## src/rtl/banner_scroll_ctrl.sv

```systemverilog
// Scrolling banner controller: a 16-entry nibble buffer feeds a 4-digit
// window that shifts left one digit per scroll tick, then drains to blank.
//
// Ports:
//   clk          system clock, rising edge
//   rst          asynchronous active-low reset (release synchronized)
//   tick_banner  one-clk scroll-step strobe
//   wr_en        buffer write enable
//   wr_addr      buffer write address
//   wr_data      digit value to store
//   wr_blank     stored entry is a blank digit
//   msg_len      message length 1..16, sampled at an accepted start
//   loop         repeat-forever mode, sampled at an accepted start
//   start        one-clk request to begin scrolling
//   stop         one-clk abort request
//   digits       window values, [15:12] leftmost digit
//   blank        per-digit blank mask, 1 = off
//   shift        one-clk pulse per window shift
//   busy         high while scrolling or draining
//   done         one-clk pulse on normal completion
module banner_scroll_ctrl #(
    parameter int MSG_DEPTH = 16
) (
    input  logic        clk,
    input  logic        rst,
    input  logic        tick_banner,
    input  logic        wr_en,
    input  logic [3:0]  wr_addr,
    input  logic [3:0]  wr_data,
    input  logic        wr_blank,
    input  logic [4:0]  msg_len,
    input  logic        loop,
    input  logic        start,
    input  logic        stop,
    output logic [15:0] digits,
    output logic [3:0]  blank,
    output logic        shift,
    output logic        busy,
    output logic        done
);

    typedef enum logic [1:0] {
        IDLE   = 2'd0,
        SCROLL = 2'd1,
        DRAIN  = 2'd2
    } state_t;

    // Assertion is immediate; release is delayed by two clock edges.
    logic [1:0] sync_q;
    logic       rst_s;

    always_ff @(posedge clk or negedge rst) begin
        if (!rst) begin
            sync_q <= 2'b00;
        end else begin
            sync_q <= {sync_q[0], 1'b1};
        end
    end

    assign rst_s = sync_q[1];

    // Message buffer, {blank, value}; deliberately not reset.
    logic [4:0] mem_q [MSG_DEPTH];

    always_ff @(posedge clk) begin
        if (wr_en) begin
            mem_q[wr_addr] <= {wr_blank, wr_data};
        end
    end

    state_t      state_q, state_d;
    logic [3:0]  idx_q, idx_d;
    logic [1:0]  dcnt_q, dcnt_d;
    logic [4:0]  len_q, len_d;
    logic        loop_q, loop_d;
    logic [15:0] val_q, val_d;
    logic [3:0]  blk_q, blk_d;
    logic        shift_q, shift_d;
    logic        done_q, done_d;

    logic [4:0]  rd;
    logic        len_ok;
    logic        last;
    logic        do_shift;
    logic        abort;
    logic [3:0]  in_val;
    logic        in_blk;

    // Read happens before the same-edge write lands, so a
    // coincident write to idx shifts in the old entry.
    assign rd     = mem_q[idx_q];
    assign len_ok = (msg_len != 5'd0) && (msg_len <= 5'(MSG_DEPTH));
    assign last   = ({1'b0, idx_q} == (len_q - 5'd1));

    always_comb begin
        state_d  = state_q;
        idx_d    = idx_q;
        dcnt_d   = dcnt_q;
        len_d    = len_q;
        loop_d   = loop_q;
        val_d    = val_q;
        blk_d    = blk_q;
        shift_d  = 1'b0;
        done_d   = 1'b0;
        do_shift = 1'b0;
        abort    = 1'b0;
        in_val   = 4'h0;
        in_blk   = 1'b1;

        case (state_q)
            IDLE: begin
                if (start && len_ok) begin
                    state_d = SCROLL;
                    len_d   = msg_len;
                    loop_d  = loop;
                    idx_d   = 4'd0;
                    dcnt_d  = 2'd0;
                    val_d   = 16'h0000;
                    blk_d   = 4'hF;
                end
            end
            SCROLL: begin
                if (stop) begin
                    abort = 1'b1;
                end else if (tick_banner) begin
                    do_shift = 1'b1;
                    in_val   = rd[3:0];
                    in_blk   = rd[4];
                    if (last) begin
                        idx_d = 4'd0;
                        if (!loop_q) begin
                            state_d = DRAIN;
                            dcnt_d  = 2'd0;
                        end
                    end else begin
                        idx_d = idx_q + 4'd1;
                    end
                end
            end
            DRAIN: begin
                if (stop) begin
                    abort = 1'b1;
                end else if (tick_banner) begin
                    do_shift = 1'b1;
                    if (dcnt_q == 2'd3) begin
                        state_d = IDLE;
                        done_d  = 1'b1;
                        dcnt_d  = 2'd0;
                    end else begin
                        dcnt_d = dcnt_q + 2'd1;
                    end
                end
            end
            default: begin
                abort = 1'b1;
            end
        endcase

        if (abort) begin
            state_d = IDLE;
            idx_d   = 4'd0;
            dcnt_d  = 2'd0;
            val_d   = 16'h0000;
            blk_d   = 4'hF;
        end

        if (do_shift) begin
            val_d   = {val_q[11:0], in_val};
            blk_d   = {blk_q[2:0], in_blk};
            shift_d = 1'b1;
        end
    end

    always_ff @(posedge clk or negedge rst_s) begin
        if (!rst_s) begin
            state_q <= IDLE;
            idx_q   <= 4'd0;
            dcnt_q  <= 2'd0;
            len_q   <= 5'd1;
            loop_q  <= 1'b0;
            val_q   <= 16'h0000;
            blk_q   <= 4'hF;
            shift_q <= 1'b0;
            done_q  <= 1'b0;
        end else begin
            state_q <= state_d;
            idx_q   <= idx_d;
            dcnt_q  <= dcnt_d;
            len_q   <= len_d;
            loop_q  <= loop_d;
            val_q   <= val_d;
            blk_q   <= blk_d;
            shift_q <= shift_d;
            done_q  <= done_d;
        end
    end

    assign digits = val_q;
    assign blank  = blk_q;
    assign shift  = shift_q;
    assign done   = done_q;
    assign busy   = (state_q != IDLE);

endmodule

```

## config.mk

```make
export PLATFORM = sky130hd
export DESIGN_NAME = banner_scroll_ctrl
export DESIGN_NICKNAME = d
export VERILOG_FILES = /design/src/rtl/banner_scroll_ctrl.sv
export SDC_FILE = /design/constraint.sdc
export NUM_CORES = 1
export LEC_CHECK = 0
export CORE_ASPECT_RATIO = 0.9
export CORE_MARGIN = 8
export CORE_UTILIZATION = 50
export CTS_CLUSTER_SIZE = 20
export DETAILED_ROUTE_END_ITERATION = 12
export PLACE_DENSITY = 0.77
export SYNTH_ARGS = -nofsm -noshare
export SYNTH_HDL_FRONTEND = slang
export SYNTH_SLANG_ARGS = --single-unit
export TNS_END_PERCENT = 20
```

## constraint.sdc

```tcl
create_clock -name clk -period 1.35 [get_ports clk]
set_input_delay 0.135 -clock clk [delete_from_list [all_inputs] [get_ports clk]]
set_output_delay 0.135 -clock clk [all_outputs]
set_load 0.02 [all_outputs]
```

# [Yosys cells after proc, flatten, opt, wreduce, memory -nomap -nowiden]
# Memories as Yosys holds them, arrays and structs flattened.
# Index checks and enable logic that the tools add are counted.
[totals] ff_bits=38 ramBits=80 output_inout_bits=23 mem_count=1
[op_classes] add_sub_neg=3 magnitude_cmp=1 eq_ne=12 mux=52 reduce_logical=15
[mem_list] memory="mem_q" depth=16 word_bits=5 rd=1 rd_clocked_by_memory_dff=0 wr=1 line="63" source="logic [4:0] mem_q [MSG_DEPTH];"
[ops] op="$mux 16" count=4
[ops] op="$mux 4" count=12
[ops] op="$mux 2" count=18
[ops] op="$ne 3x3->1 const B" count=8
[ops] op="$mux 1" count=14
[ops] op="$pmux 2 s3" count=2
[ops] op="$reduce_and 9->1" count=1
[ops] op="$reduce_bool 3->1" count=3
[ops] op="$pmux 4 s2" count=1
[ops] op="$reduce_and 8->1" count=1
[ops] op="$eq 4x5->1" count=1
[ops] op="$le 5x5->1 const B" count=1
[ops] op="$reduce_bool 5->1" count=1
[ops] op="$sub 5x1->5 const B" count=1
[ops] op="$add 4x1->4 const B" count=1
[ops] op="$eq 2x2->1 const B" count=2
[ops] op="$reduce_and 2->1" count=2
[ops] op="$reduce_and 4->1" count=1
[ops] op="$reduce_bool 4->1" count=1
[ops] op="$add 2x1->2 const B" count=1
[ops] op="$eq 2x1->1 const B" count=1
[ops] op="$logic_and 1x1->1" count=2
[ops] op="$logic_not 2->1" count=1
[ops] op="$pmux 1 s2" count=1
[ops] op="2 further kinds" count=2

# [Longest topological paths before layout]
[logic_depth] word_depth=7 mapped_depth=9 ltp_nobuf=8

# [Worst setup path after synthesis]
# No wires, ideal clock.
[synth_path] path_kind="register -> register" startpoint="register state_q[0]" endpoint="register dcnt_q[0]" t_arrival_ps=1872 t_required_ps=1225 path_slack_ps=-646 stages_incl_launch_ff=8 path_buffers=0 path_cell_list="dfrtp_1 > inv_1 > ha_1 > nor2_1 > a21oi_1 > o211ai_1 > o21ai_0 > mux2_2"
[synth_via] elab_chain_cells=5 elab_cells_between_ends=16
[synth_rtl] item="start: declaration" line="71" source="state_t state_q, state_d;"
[synth_rtl] item="start signal: assignment" line="186" source="state_q <= state_d;"
[synth_rtl] item="$eq 2x2->1 / $eq 2x1->1 (equally long branches)" line="110" source="case (state_q)"
[synth_rtl] item="$reduce_or 2->1 (no source line)"
[synth_rtl] item="$pmux 1 s2" line="110"
[synth_rtl] item="$ne 3x3->1 (no source line) / $reduce_bool 4->1 (equally long branches)"
[synth_rtl] item="$reduce_and 8->1 (no source line)"
[synth_rtl] item="end signal: assignment" line="188" source="dcnt_q <= dcnt_d;"
[synth_rtl] item="end: declaration" line="73" source="logic [1:0] dcnt_q, dcnt_d;"
# Parallel ways exist; a longest one is shown, timed or not.
# A chain may end at the register's enable or synchronous reset.

# [Worst setup path in the final report]
[layout_path] startpoint="register idx_q[0]" endpoint="register val_q[1] (netlist: digits[1])"
[layout_via] elab_chain_cells=5
[layout_rtl] item="start: declaration" line="72" source="logic [3:0] idx_q, idx_d;"
[layout_rtl] item="start signal: assignment" line="187" source="idx_q <= idx_d;"
[layout_rtl] item="$mem_v2 16x5"
[layout_rtl] item="$mux 4" line="125" source="end else if (tick_banner) begin"
[layout_rtl] item="$mux 4" line="123" source="if (stop) begin"
[layout_rtl] item="$mux 4" line="110"
[layout_rtl] item="$mux 16" line="167" source="if (do_shift) begin"
[layout_rtl] item="end signal: assignment" line="191" source="val_q <= val_d;"
[layout_rtl] item="end: declaration" line="76" source="logic [15:0] val_q, val_d;"
# No other way between the ends.

==> flow_metrics.py <==
metrics = {
    "outcome": {
        "status": "finished with violations",
        "violations": "setup timing",
    },
    "floorplanning": {
        "die_h_um": 110.3,
        "num_rows": 34,
        "die-area_sq_um": 13320,
        "start_util_pct": 51.14,
        "dieWidth_um": 120.8,
        "core_sq_um": 9657,
        "io_pins": 44,
    },
    "global_routing": {
        "overflow": 0,
        "grt_pass1_wl_um": 16870,
        "grt_max_degree": 37,
        "grt_util_all_layers_pct": 17.09,
        "antenna_found_initial": 0,
        "first_global_vias": 3196,
    },
    "yosys": {
        "synth-seq-area-share_pct": 68.03,
        "synth_top_area_share_pct": 48.64,
        "netlist_instances": 279,
        "synth-async-reset-ratio_pct": 32.20,
        "yosysWarningCount": 0,
        "ys_types": 45,
        "yosys.area.top_type": "edfxtp_1",
        "synth.area.top_cells": "edfxtp_1 (49%), dfrtp_1 (17%), mux4_2 (6.8%)",
        "syn_area_sq_um": 4938,
        "avgSynthCellArea_sq_um": 17.70,
        "ys_seq_elements": 118,
        "syn-num-nets": 307,
        "synth_edf_count": 80,
        "synthFlopType": "edfxtp_1",
    },
    "clock_network": {
        "ctsLongestPathBuffers": 2,
        "clock-sinks": 118,
        "numCtsBuffers": 17,
        "cts_root_buf": "clkbuf_8",
        "insertion_delay_ps": 510,
        "cts_tree": "done",
        "htreeDepth": 4,
        "clk_pin_slew_worst_paths_ps": 70,
    },
    "drt": {
        "drtIter0Drc": 215,
        "drt-total-wl_um": 10650,
        "vias_per_cell": 5.574,
        "wire_per_inst_um": 19.90,
        "vias": 2982,
        "dr.pass1.iters": 4,
        "ant_nets": 0,
        "drt_drc_violations_left": 0,
    },
    "sta": {
        "period_minus_slack_ps": 2043,
        "hold_viol": 0,
        "setup_ws_ps": -693.0,
        "max_freq_mhz": 489.5,
        "rsz0062_at_grt": "true",
        "max_slew_margin_pct": 65.83,
        "skew_ps": 9.017,
        "worst-slew-pin-transition_ps": 510.9,
        "final-setup-viol-count": 35,
        "slew_violations": 0,
        "timing.final.crit_share_pct": 151.3,
    },
    "final_layout": {
        "nets": 424,
        "final_common_cell": "edfxtp_1",
        "n_antenna_cell": 0,
        "post-route-util_pct": 68.96,
        "layout_common_cells": "edfxtp_1 (80), buf_4 (56), dfrtp_1 (32), mux4_2 (22), clkdlybuf4s50_1 (20)",
        "n_fill_cell": 599,
        "drive_above_1_share_pct": 42.54,
        "syn_to_final_growth_pct": 34.84,
        "stdcell_count": 535,
    },
    "worst_setup_path": {
        "startpoint_type": "register",
        "crit_type": "register to register",
        "critPathRequiredTime_ps": 1750,
        "reg2regPathDepth": 5,
        "r2r_start": "idx_q[0]",
        "cp-end-kind": "register",
        "r2r_setup_slack_ps": -690,
        "critPathArrivalTime_ps": 2440,
        "critPathMaxFanout": 8,
        "regToRegEndpoint": "digits[1]",
    },
    "power": {
        "leakagePower_nw": 2.587,
        "ir_worst_vdd_mv": 1.255,
        "totalPowerFinal_mw": 12.39,
        "powerDensity_nw_per_um2": 1861,
    },
    "place": {
        "hpwlAfterDp_um": 6551,
        "io_buffers": 43,
        "gp_congestion": 0.7633,
        "dp_cells": 495,
    },
    "min_path": {
        "hold_start": "loop",
        "hold_end": "loop_q",
        "whs_path_depth": 2,
        "hp-class": "input port to register",
    },
    "flow_run": {
        "maxCapViolations": 0,
    },
}
area by class of cell:
class                   instances  area (sq um)  area share [%]
well taps                     126         157.7           2.368
multi-input cells             143          1534           23.04
clock inverters                15         176.4           2.649
flip-flops and latches        118          3361           50.47
repair buffers                110         991.0           14.88
inverters                       6         25.02          0.3758
clock buffers                  17         414.1           6.219
timing repair:
action                     4_1_cts  5_1_grt
setup buffers                    6        1
setup endpoints to repair       58       50
resized for setup              110       16
hold buffers                     1        0
pin swaps                       13        6
hold endpoints to repair         2        0
gates cloned                     1        0
sequential cells by signal, indices dropped and copies added, names as in the netlist:
signal / flops
blank: 4
len_q: 5
idx_q: 4
shift: 1
dcnt_q: 2
done: 1
state_q: 2
digits: 16
loop_q: 1
sync_q: 2
mem_q: 80
logic make-up after synthesis:
group / Yosys count / synth area share, %
flip-flops: 118 / 68.03
other: 1 / 0.07593
multiplexers: 37 / 14.82
AND/OR/NAND/NOR: 60 / 6.309
AO/OA/AOI/OAI: 33 / 5.498
XOR/XNOR: 5 / 0.8867
adder cells (fa/ha/maj): 7 / 1.773
buffers and inverters: 18 / 2.609
power breakdown:
part           switching (mW)  total (mW)  internal (mW)
clock                    1.94        4.36           2.42
sequential              0.177        4.31           4.13
combinational            1.77        3.72           1.96
total                    3.89        12.4           8.50
stage by stage:
step / setup WS [ps] / cell area, sq um / setup TNS (ps) / hold WS (ps)
floorplan: -586.4 / 4921 / -12770 / -160.6
global placement: -784.3 / 5882 / -36740 / 284.9
detailed placement: -857.8 / 5882 / -40050 / 292.0
CTS: -694.9 / 6700 / -11940 / 220.4
global route: -729.4 / 6659 / -13780 / 229.2
finish: -693.0 / 6659 / -11870 / 242.0
routing by layer:
metal | GRT usage, % | wire (um) | up-vias
li1 | - | - | 1347
met1 | 19.46 | 4417 | 1522
met2 | 29.65 | 5534 | 100
met3 | 6.161 | 585 | 13
met4 | 5.788 | 110 | 0
met5 | 0 | 0 | -
worst max-delay path by stage:
stage / from / to / slack (ps) / depth (start not counted)
global placement: msg_len[1] / idx_q[2] / -780 / 8
detailed placement: msg_len[1] / idx_q[2] / -860 / 8
CTS: idx_q[0] / digits[1] / -690 / 5
floorplan: len_q[0] / dcnt_q[0] / -590 / 7
global route: idx_q[0] / digits[1] / -730 / 5
finish: idx_q[0] / digits[1] / -690 / 5
worst max-delay path, stage by stage, from the launching register on:
cell	delay, ps
dfrtp_2	430
buf_12	160
buf_12	120
mux4_2	500
mux4_2	490
a32o_1	230
Yosys cell counts, types with 2 or more instances:
cell       n
nor4_1     2
o22a_1     4
nand3b_1   5
nand2_1    7
xor2_1     4
mux4_1    10
clkbuf_1   2
nand3_1    5
and3_1     3
ha_1       7
a32o_1     4
a22o_1    14
dfstp_2    5
edfxtp_1  80
buf_4      2
buf_2      2
nor2_1    19
dfrtp_1   33
a21oi_1    3
nor2b_1    2
inv_1      5
nand2b_1   4
mux2_2     9
o211ai_1   3
mux2i_1    3
buf_6      3
mux4_2    15
nor3_1     7
Power figures use the tool's default switching activity.
